<file path="config.mk">
export PLATFORM = sky130hd
export DESIGN_NAME = ysyx_mem_arb_flat
export DESIGN_NICKNAME = d
export VERILOG_FILES = /design/src/rtl/ysyx_mem_arb_if.sv /design/src/rtl/ysyx_mem_arb.sv /design/src/flat_wrapper.sv
export SDC_FILE = /design/constraint.sdc
export NUM_CORES = 1
export LEC_CHECK = 0
export ABC_AREA = 1
export BUFFER_PORTS_ARGS = -buffer_cell sky130_fd_sc_hd__buf_2
export CAP_MARGIN = 30
export CORE_MARGIN = 4
export CORE_UTILIZATION = 25
export DETAILED_ROUTE_END_ITERATION = 10
export SYNTH_ARGS = -nofsm -noshare
export SYNTH_HDL_FRONTEND = slang
export SYNTH_SLANG_ARGS = --single-unit
</file>
<file path="constraint.sdc">
create_clock -name clock -period 2.1 [get_ports clock]
set_input_delay 0.105 -clock clock [delete_from_list [all_inputs] [get_ports clock]]
set_output_delay 0.105 -clock clock [all_outputs]
set_load 0.05 [all_outputs]
</file>
<file path="src/rtl/ysyx_mem_arb_if.sv">
// Bundles the IFU, LSU and downstream memory signals of the memory arbiter.
// The slave modport is the arbiter's view; master is the surrounding environment.
`ifndef YSYX_XLEN
`define YSYX_XLEN 32
`endif

interface ysyx_mem_arb_if #(
  parameter int unsigned XLEN = `YSYX_XLEN
);
  logic            ifu_arvalid;
  logic [XLEN-1:0] ifu_araddr;
  logic            ifu_bus_ready;
  logic            ifu_rready;
  logic [XLEN-1:0] ifu_rdata;

  logic            lsu_arvalid;
  logic [XLEN-1:0] lsu_araddr;
  logic [7:0]      lsu_rstrb;
  logic            lsu_rvalid;
  logic [XLEN-1:0] lsu_rdata;
  logic            lsu_awvalid;
  logic            lsu_wvalid;
  logic [XLEN-1:0] lsu_awaddr;
  logic [XLEN-1:0] lsu_wdata;
  logic [7:0]      lsu_wstrb;
  logic            lsu_wready;

  logic            mem_valid;
  logic            mem_wen;
  logic [XLEN-1:0] mem_addr;
  logic [XLEN-1:0] mem_wdata;
  logic [7:0]      mem_strb;
  logic            mem_ready;
  logic            mem_resp;
  logic [XLEN-1:0] mem_rdata;

  modport slave (
    input  ifu_arvalid, ifu_araddr,
    input  lsu_arvalid, lsu_araddr, lsu_rstrb,
    input  lsu_awvalid, lsu_wvalid, lsu_awaddr, lsu_wdata, lsu_wstrb,
    input  mem_ready, mem_resp, mem_rdata,
    output ifu_bus_ready, ifu_rready, ifu_rdata,
    output lsu_rvalid, lsu_rdata, lsu_wready,
    output mem_valid, mem_wen, mem_addr, mem_wdata, mem_strb
  );

  modport master (
    output ifu_arvalid, ifu_araddr,
    output lsu_arvalid, lsu_araddr, lsu_rstrb,
    output lsu_awvalid, lsu_wvalid, lsu_awaddr, lsu_wdata, lsu_wstrb,
    output mem_ready, mem_resp, mem_rdata,
    input  ifu_bus_ready, ifu_rready, ifu_rdata,
    input  lsu_rvalid, lsu_rdata, lsu_wready,
    input  mem_valid, mem_wen, mem_addr, mem_wdata, mem_strb
  );
endinterface

</file>
<file path="src/rtl/ysyx_mem_arb.sv">
// Single-outstanding memory arbiter between IFU fetches and LSU loads/stores,
// with a starvation counter that forces an IFU grant after STARVE_MAX LSU wins.
`ifndef YSYX_XLEN
`define YSYX_XLEN 32
`endif

module ysyx_mem_arb #(
  parameter int unsigned XLEN       = `YSYX_XLEN,
  parameter int unsigned STARVE_MAX = 4
) (
  input logic           clock,
  input logic           reset,
  ysyx_mem_arb_if.slave bus
);

  typedef enum logic [2:0] {
    StIdle,
    StIfuReq,
    StLsuRdReq,
    StLsuWrReq,
    StWaitResp
  } state_e;

  typedef enum logic [1:0] {
    OwnNone,
    OwnIfu,
    OwnLoad,
    OwnStore
  } owner_e;

  localparam logic [3:0] StarveMax = 4'(STARVE_MAX);

  state_e          state_q, state_d;
  owner_e          owner_q, owner_d;
  logic [XLEN-1:0] addr_q, addr_d;
  logic [XLEN-1:0] wdata_q, wdata_d;
  logic [7:0]      strb_q, strb_d;
  logic            wen_q, wen_d;
  logic [3:0]      starve_cnt_q, starve_cnt_d;

  logic store_req, load_req, ifu_req, ifu_starved, grant_ifu;
  logic [3:0] starve_inc;

  assign store_req   = bus.lsu_awvalid & bus.lsu_wvalid;
  assign load_req    = bus.lsu_arvalid;
  assign ifu_req     = bus.ifu_arvalid;
  assign ifu_starved = ifu_req && (starve_cnt_q == StarveMax);
  assign grant_ifu   = ifu_req & (ifu_starved | ~(store_req | load_req));
  // Only LSU grants that overtake a waiting IFU count towards starvation.
  assign starve_inc  = (ifu_req && starve_cnt_q != StarveMax) ? starve_cnt_q + 4'd1
                                                             : starve_cnt_q;

  always_comb begin
    state_d      = state_q;
    owner_d      = owner_q;
    addr_d       = addr_q;
    wdata_d      = wdata_q;
    strb_d       = strb_q;
    wen_d        = wen_q;
    starve_cnt_d = starve_cnt_q;

    bus.ifu_bus_ready = 1'b0;
    bus.ifu_rready    = 1'b0;
    bus.ifu_rdata     = '0;
    bus.lsu_rvalid    = 1'b0;
    bus.lsu_rdata     = '0;
    bus.lsu_wready    = 1'b0;
    bus.mem_valid     = 1'b0;
    bus.mem_wen       = 1'b0;
    bus.mem_addr      = '0;
    bus.mem_wdata     = '0;
    bus.mem_strb      = '0;

    unique case (state_q)
      StIdle: begin
        bus.ifu_bus_ready = 1'b1;
        if (grant_ifu) begin
          state_d      = StIfuReq;
          owner_d      = OwnIfu;
          addr_d       = bus.ifu_araddr;
          wdata_d      = '0;
          strb_d       = 8'hFF;
          wen_d        = 1'b0;
          starve_cnt_d = 4'd0;
        end else if (store_req) begin
          state_d      = StLsuWrReq;
          owner_d      = OwnStore;
          addr_d       = bus.lsu_awaddr;
          wdata_d      = bus.lsu_wdata;
          strb_d       = bus.lsu_wstrb;
          wen_d        = 1'b1;
          starve_cnt_d = starve_inc;
        end else if (load_req) begin
          state_d      = StLsuRdReq;
          owner_d      = OwnLoad;
          addr_d       = bus.lsu_araddr;
          wdata_d      = '0;
          strb_d       = bus.lsu_rstrb;
          wen_d        = 1'b0;
          starve_cnt_d = starve_inc;
        end
      end
      StIfuReq, StLsuRdReq, StLsuWrReq: begin
        bus.mem_valid = 1'b1;
        bus.mem_wen   = wen_q;
        bus.mem_addr  = addr_q;
        bus.mem_wdata = wdata_q;
        bus.mem_strb  = strb_q;
        if (bus.mem_ready) begin
          state_d = StWaitResp;
        end
      end
      StWaitResp: begin
        if (bus.mem_resp) begin
          state_d = StIdle;
          unique case (owner_q)
            OwnIfu: begin
              bus.ifu_rready = 1'b1;
              bus.ifu_rdata  = bus.mem_rdata;
            end
            OwnLoad: begin
              bus.lsu_rvalid = 1'b1;
              bus.lsu_rdata  = bus.mem_rdata;
            end
            OwnStore: bus.lsu_wready = 1'b1;
            default: ;
          endcase
        end
      end
      default: state_d = StIdle;
    endcase
  end

  always_ff @(posedge clock) begin
    if (!reset) begin
      state_q      <= StIdle;
      owner_q      <= OwnNone;
      addr_q       <= '0;
      wdata_q      <= '0;
      strb_q       <= '0;
      wen_q        <= 1'b0;
      starve_cnt_q <= 4'd0;
    end else begin
      state_q      <= state_d;
      owner_q      <= owner_d;
      addr_q       <= addr_d;
      wdata_q      <= wdata_d;
      strb_q       <= strb_d;
      wen_q        <= wen_d;
      starve_cnt_q <= starve_cnt_d;
    end
  end

endmodule

</file>
<file path="src/flat_wrapper.sv">
// flat-port wrapper written by rule: the top's interface ports become plain ports
module ysyx_mem_arb_flat 
#(
  parameter int unsigned XLEN       = `YSYX_XLEN,
  parameter int unsigned STARVE_MAX = 4
)
  (clock, reset, bus_ifu_arvalid, bus_ifu_araddr, bus_lsu_arvalid, bus_lsu_araddr, bus_lsu_rstrb, bus_lsu_awvalid, bus_lsu_wvalid, bus_lsu_awaddr, bus_lsu_wdata, bus_lsu_wstrb, bus_mem_ready, bus_mem_resp, bus_mem_rdata, bus_ifu_bus_ready, bus_ifu_rready, bus_ifu_rdata, bus_lsu_rvalid, bus_lsu_rdata, bus_lsu_wready, bus_mem_valid, bus_mem_wen, bus_mem_addr, bus_mem_wdata, bus_mem_strb);
  ysyx_mem_arb_if #(.XLEN(XLEN)) bus_i ();
  input logic clock;
  input logic reset;
  input wire logic [$bits(bus_i.ifu_arvalid)-1:0] bus_ifu_arvalid;
  input wire logic [$bits(bus_i.ifu_araddr)-1:0] bus_ifu_araddr;
  input wire logic [$bits(bus_i.lsu_arvalid)-1:0] bus_lsu_arvalid;
  input wire logic [$bits(bus_i.lsu_araddr)-1:0] bus_lsu_araddr;
  input wire logic [$bits(bus_i.lsu_rstrb)-1:0] bus_lsu_rstrb;
  input wire logic [$bits(bus_i.lsu_awvalid)-1:0] bus_lsu_awvalid;
  input wire logic [$bits(bus_i.lsu_wvalid)-1:0] bus_lsu_wvalid;
  input wire logic [$bits(bus_i.lsu_awaddr)-1:0] bus_lsu_awaddr;
  input wire logic [$bits(bus_i.lsu_wdata)-1:0] bus_lsu_wdata;
  input wire logic [$bits(bus_i.lsu_wstrb)-1:0] bus_lsu_wstrb;
  input wire logic [$bits(bus_i.mem_ready)-1:0] bus_mem_ready;
  input wire logic [$bits(bus_i.mem_resp)-1:0] bus_mem_resp;
  input wire logic [$bits(bus_i.mem_rdata)-1:0] bus_mem_rdata;
  output wire logic [$bits(bus_i.ifu_bus_ready)-1:0] bus_ifu_bus_ready;
  output wire logic [$bits(bus_i.ifu_rready)-1:0] bus_ifu_rready;
  output wire logic [$bits(bus_i.ifu_rdata)-1:0] bus_ifu_rdata;
  output wire logic [$bits(bus_i.lsu_rvalid)-1:0] bus_lsu_rvalid;
  output wire logic [$bits(bus_i.lsu_rdata)-1:0] bus_lsu_rdata;
  output wire logic [$bits(bus_i.lsu_wready)-1:0] bus_lsu_wready;
  output wire logic [$bits(bus_i.mem_valid)-1:0] bus_mem_valid;
  output wire logic [$bits(bus_i.mem_wen)-1:0] bus_mem_wen;
  output wire logic [$bits(bus_i.mem_addr)-1:0] bus_mem_addr;
  output wire logic [$bits(bus_i.mem_wdata)-1:0] bus_mem_wdata;
  output wire logic [$bits(bus_i.mem_strb)-1:0] bus_mem_strb;
  assign bus_i.ifu_arvalid = bus_ifu_arvalid;
  assign bus_i.ifu_araddr = bus_ifu_araddr;
  assign bus_i.lsu_arvalid = bus_lsu_arvalid;
  assign bus_i.lsu_araddr = bus_lsu_araddr;
  assign bus_i.lsu_rstrb = bus_lsu_rstrb;
  assign bus_i.lsu_awvalid = bus_lsu_awvalid;
  assign bus_i.lsu_wvalid = bus_lsu_wvalid;
  assign bus_i.lsu_awaddr = bus_lsu_awaddr;
  assign bus_i.lsu_wdata = bus_lsu_wdata;
  assign bus_i.lsu_wstrb = bus_lsu_wstrb;
  assign bus_i.mem_ready = bus_mem_ready;
  assign bus_i.mem_resp = bus_mem_resp;
  assign bus_i.mem_rdata = bus_mem_rdata;
  assign bus_ifu_bus_ready = bus_i.ifu_bus_ready;
  assign bus_ifu_rready = bus_i.ifu_rready;
  assign bus_ifu_rdata = bus_i.ifu_rdata;
  assign bus_lsu_rvalid = bus_i.lsu_rvalid;
  assign bus_lsu_rdata = bus_i.lsu_rdata;
  assign bus_lsu_wready = bus_i.lsu_wready;
  assign bus_mem_valid = bus_i.mem_valid;
  assign bus_mem_wen = bus_i.mem_wen;
  assign bus_mem_addr = bus_i.mem_addr;
  assign bus_mem_wdata = bus_i.mem_wdata;
  assign bus_mem_strb = bus_i.mem_strb;
  ysyx_mem_arb #(.XLEN(XLEN), .STARVE_MAX(STARVE_MAX)) u_core (.clock(clock), .reset(reset), .bus(bus_i));
endmodule
</file>
==> summary.md <==
| Metric | Value |
|---|---|
| Result of the run | `finished clean` |
| Peak VDD IR | `0.330 mV` |
| Summed negative setup slack over all endpoints | `0 ns` |
| Main flop type after synthesis | `dfxtp_1` |
| Via count of the first global-routing pass | `5979` |
| Main area contributors after synthesis | `dfxtp_1 (32%), nor2_1 (15%), nand2_1 (11%), nand3_1 (11%), inv_1 (8.8%)` |
| Chip Width | `150 microns` |
| Inserted Clock Buffers | `9` |
| CTS H-Tree Depth | `3` |
| Crit path required time | `2.00 ns` |
| Synthesized cell area | `5050 sq um` |
| WHS Path Cells | `3` |
| Antenna-violating nets left | `0` |
| Capture instance of the worst register-to-register path | `u_core.wdata_q[25]$_SDFFE_PN0P_` |
| Worst skew pair latency | `0.34 ns` |
| R2r worst-path depth | `8` |
| Initial DRC Count | `340` |
| Distinct cells, synth | `24` |
| Placed wire-length estimate | `15.0 mm` |
| # placed instances | `1410` |
| Critical-path top delay cell | `dfxtp_1` |
| Area of placed instances | `6940 sq um` |
| Top-Level Pins | `326` |
| Relative slew slack | `0.637` |
| Reg2Reg Setup Slack | `0.51 ns` |
| Clock-pin slew on the worst setup and hold paths | `0.06 ns` |
| Yosys synthesis warning count | `0` |
| Fraction of registers with async set or reset after synthesis | `0` |
| Effective utilization at floorplan | `0.257` |
| P per Cell Area | `761 nW/um^2` |
| Slew Limit Fails | `0` |
| Post-route DRC violation count | `0` |
| Tightest Hold Check Type | `input pin to register` |
| Pin count of the biggest net entering global routing | `68` |
| Tightest Pin Transition | `0.545 ns` |
| All-Layer GR Usage | `0.166` |
| RSZ-0062 raised after global routing | `no` |
| Worst hold path endpoint | `u_core.starve_cnt_q[0]$_SDFFE_PN0P_` |
| First-pass GRT wire length | `29.7 mm` |
| Gate Count Post-Synth | `867` |
| Sort of element at the start of the critical path | `register` |
| Die height | `150 microns` |
| Routed via count | `6392` |
| Buffer depth of the longest clock path | `2` |
| Fin crit period | `1.93 ns` |
| Setup Buffers After CTS | `0` |
| Sequential element share of the synthesized area | `0.325` |
| FF+latch count, synth | `82` |
| Ordered cell list for the critical path | `inv_2 > nor3_1 > nand3_1 > buf_4 > nor2_1 > buf_2` |
| Cell area after layout | `7240 sq um` |
| Post-Route Skew | `0.00771 ns` |
| Type of the worst setup path | `register to output pin` |
| Share of final-layout standard cells stronger than drive strength 1 | `0.321` |
| Cell type with the largest total area after synthesis | `dfxtp_1` |
| Post-route fraction of the period consumed by the critical path | `0.921` |
| Core Footprint | `19700 sq um` |
| Non-Filler Instances | `1427` |
| TritonCTS clock tree | `yes` |
| Total number of placement rows | `51` |
| Share of the synthesized area in the top cell type | `0.325` |
| Final GP Congestion | `0.795` |
| Peak clock frequency supported by timing | `517 MHz` |
| Root buf cell | `clkbuf_16` |
| Final Hold Fails | `0` |
| Final setup violating endpoints | `0` |
| Per-cell via count in the routed design | `4.48` |
| HP Start | `reset` |
| TritonCTS Sinks | `82` |
| Iteration count of the initial detailed-routing pass | `4` |
| Synthesized netlist net count | `1053` |
| Reg-to-Reg Start | `u_core.state_q[0]$_SDFFE_PN0P_` |
| Layout net count | `1342` |
| Antenna violations before repair | `2` |
| Number of enable flip-flop cells after synthesis | `0` |
| Leak pwr | `3.93 nW` |
| Avg Cell Area, Syn | `5.83 sq um` |
| Slowest cell delay on critical path | `0.37 ns` |
| Largest fanout on the critical path | `33` |
| Arrival time of data at the critical path endpoint | `1.83 ns` |
| Quantity of I/O buffers inserted on ports | `325` |
| Die area | `22500 sq um` |
| CP endpoint kind | `output pin` |
| Per-cell routed wire length | `13.9 microns` |
| Sum of overflow across all layers after global routing | `0` |
| Wire length after detailed routing | `19.8 mm` |
| Max-Cap Viols | `0` |
| Dominant cell by count in the synthesized netlist | `nor2_1` |
| Synthesis-to-layout area growth | `43.3%` |
| List of most frequent post-synthesis cells | `nor2_1 (207), nand2_1 (151), inv_1 (118)` |
-- flip-flops by register name (all words and copies together), names as in the netlist --
| signal | cells |
|---|---|
| u_core.wen_q | 1 |
| u_core.addr_q | 32 |
| u_core.wdata_q | 32 |
| u_core.state_q | 3 |
| u_core.strb_q | 8 |
| u_core.owner_q | 2 |
| u_core.starve_cnt_q | 4 |
-- cell usage in the layout (no fill, tap or decap), types with 9 or more instances in the layout --
| cell | n |
|---|---|
| nand3_1 | 108 |
| nand2_1 | 151 |
| buf_2 | 322 |
| buf_12 | 9 |
| clkbuf_16 | 9 |
| a21oi_1 | 50 |
| dfxtp_1 | 82 |
| nand4_1 | 32 |
| inv_1 | 117 |
| nor2_1 | 206 |
| buf_4 | 12 |
| o21ai_0 | 34 |
-- how the worst max path moves through the flow --
stage	depth (start not counted)	to	slack (ns)	startpoint
after CTS	6	bus_mem_wdata[15]	0.06	u_core.state_q[0]$_SDFFE_PN0P_
after global routing	6	bus_lsu_rdata[27]	0.03	u_core.state_q[2]$_SDFFE_PN0P_
after floorplan	5	bus_mem_addr[0]	0.05	u_core.state_q[0]$_SDFFE_PN0P_
after global placement	6	bus_mem_strb[0]	0.48	u_core.state_q[0]$_SDFFE_PN0P_
final	6	bus_lsu_rdata[27]	0.17	u_core.state_q[2]$_SDFFE_PN0P_
after detailed placement	6	bus_mem_wdata[15]	0.44	u_core.state_q[0]$_SDFFE_PN0P_
-- final cells by class --
type	count	area, sq um
Antenna cell	1	2.50
Clock inverter	3	21.3
Fill cell	2217	12400
Clock buffer	13	270
Timing Repair Buffer	343	1880
Sequential cell	82	1640
Tap cell	265	332
Inverter	124	474
Multi-Input combinational cell	596	2620
-- repair_timing --
item / CTS / global route
hold buffers: 0 / 0
setup endpoints to repair: 0 / 24
gates resized for setup: 0 / 2
-- layer usage --
metal	GRT usage	vias up	wire length [microns]
met1	0.172	2851	7340
li1	-	3270	-
met3	0.0421	26	1700
met2	0.320	241	10300
met4	0.0572	4	414
met5	0	-	26
-- cell families after synthesis --
kind of cell	Yosys count	synth area share
AO/OA/AOI/OAI	85	0.0842
adder cells (fa/ha/maj)	2	0.00495
buffers and inverters	189	0.158
flip-flops	82	0.325
AND/OR/NAND/NOR	509	0.428
-- stage by stage --
step / utilization / hold WS, ns / worst slack [ns] / power, mW
2_1_floorplan: - / 0.247 / 0.0522 / 3.41
3_3_place_gp: 0.353 / 0.379 / 0.475 / 4.02
3_5_place_dp: 0.353 / 0.380 / 0.436 / 4.03
4_1_cts: 0.368 / 0.0166 / 0.0607 / 5.60
5_1_grt: 0.368 / 0.0386 / 0.0256 / 5.91
6_report: 0.368 / 0.0345 / 0.167 / 5.51
-- worst max-delay path: cells and delay by family, from the launching register on --
kind | cells | cell delay [ns]
buffers and inverters | 3 | 0.58
flip-flops | 1 | 0.37
AND/OR/NAND/NOR | 3 | 0.53
-- power breakdown --
group          leakage, nW  switching, mW  internal (mW)
combinational         3.11           1.48          0.614
clock                0.142          0.643          0.902
sequential           0.673          0.103           1.77
total                 3.93           2.23           3.28
No activity file was read; power rests on OpenSTA's default activity.
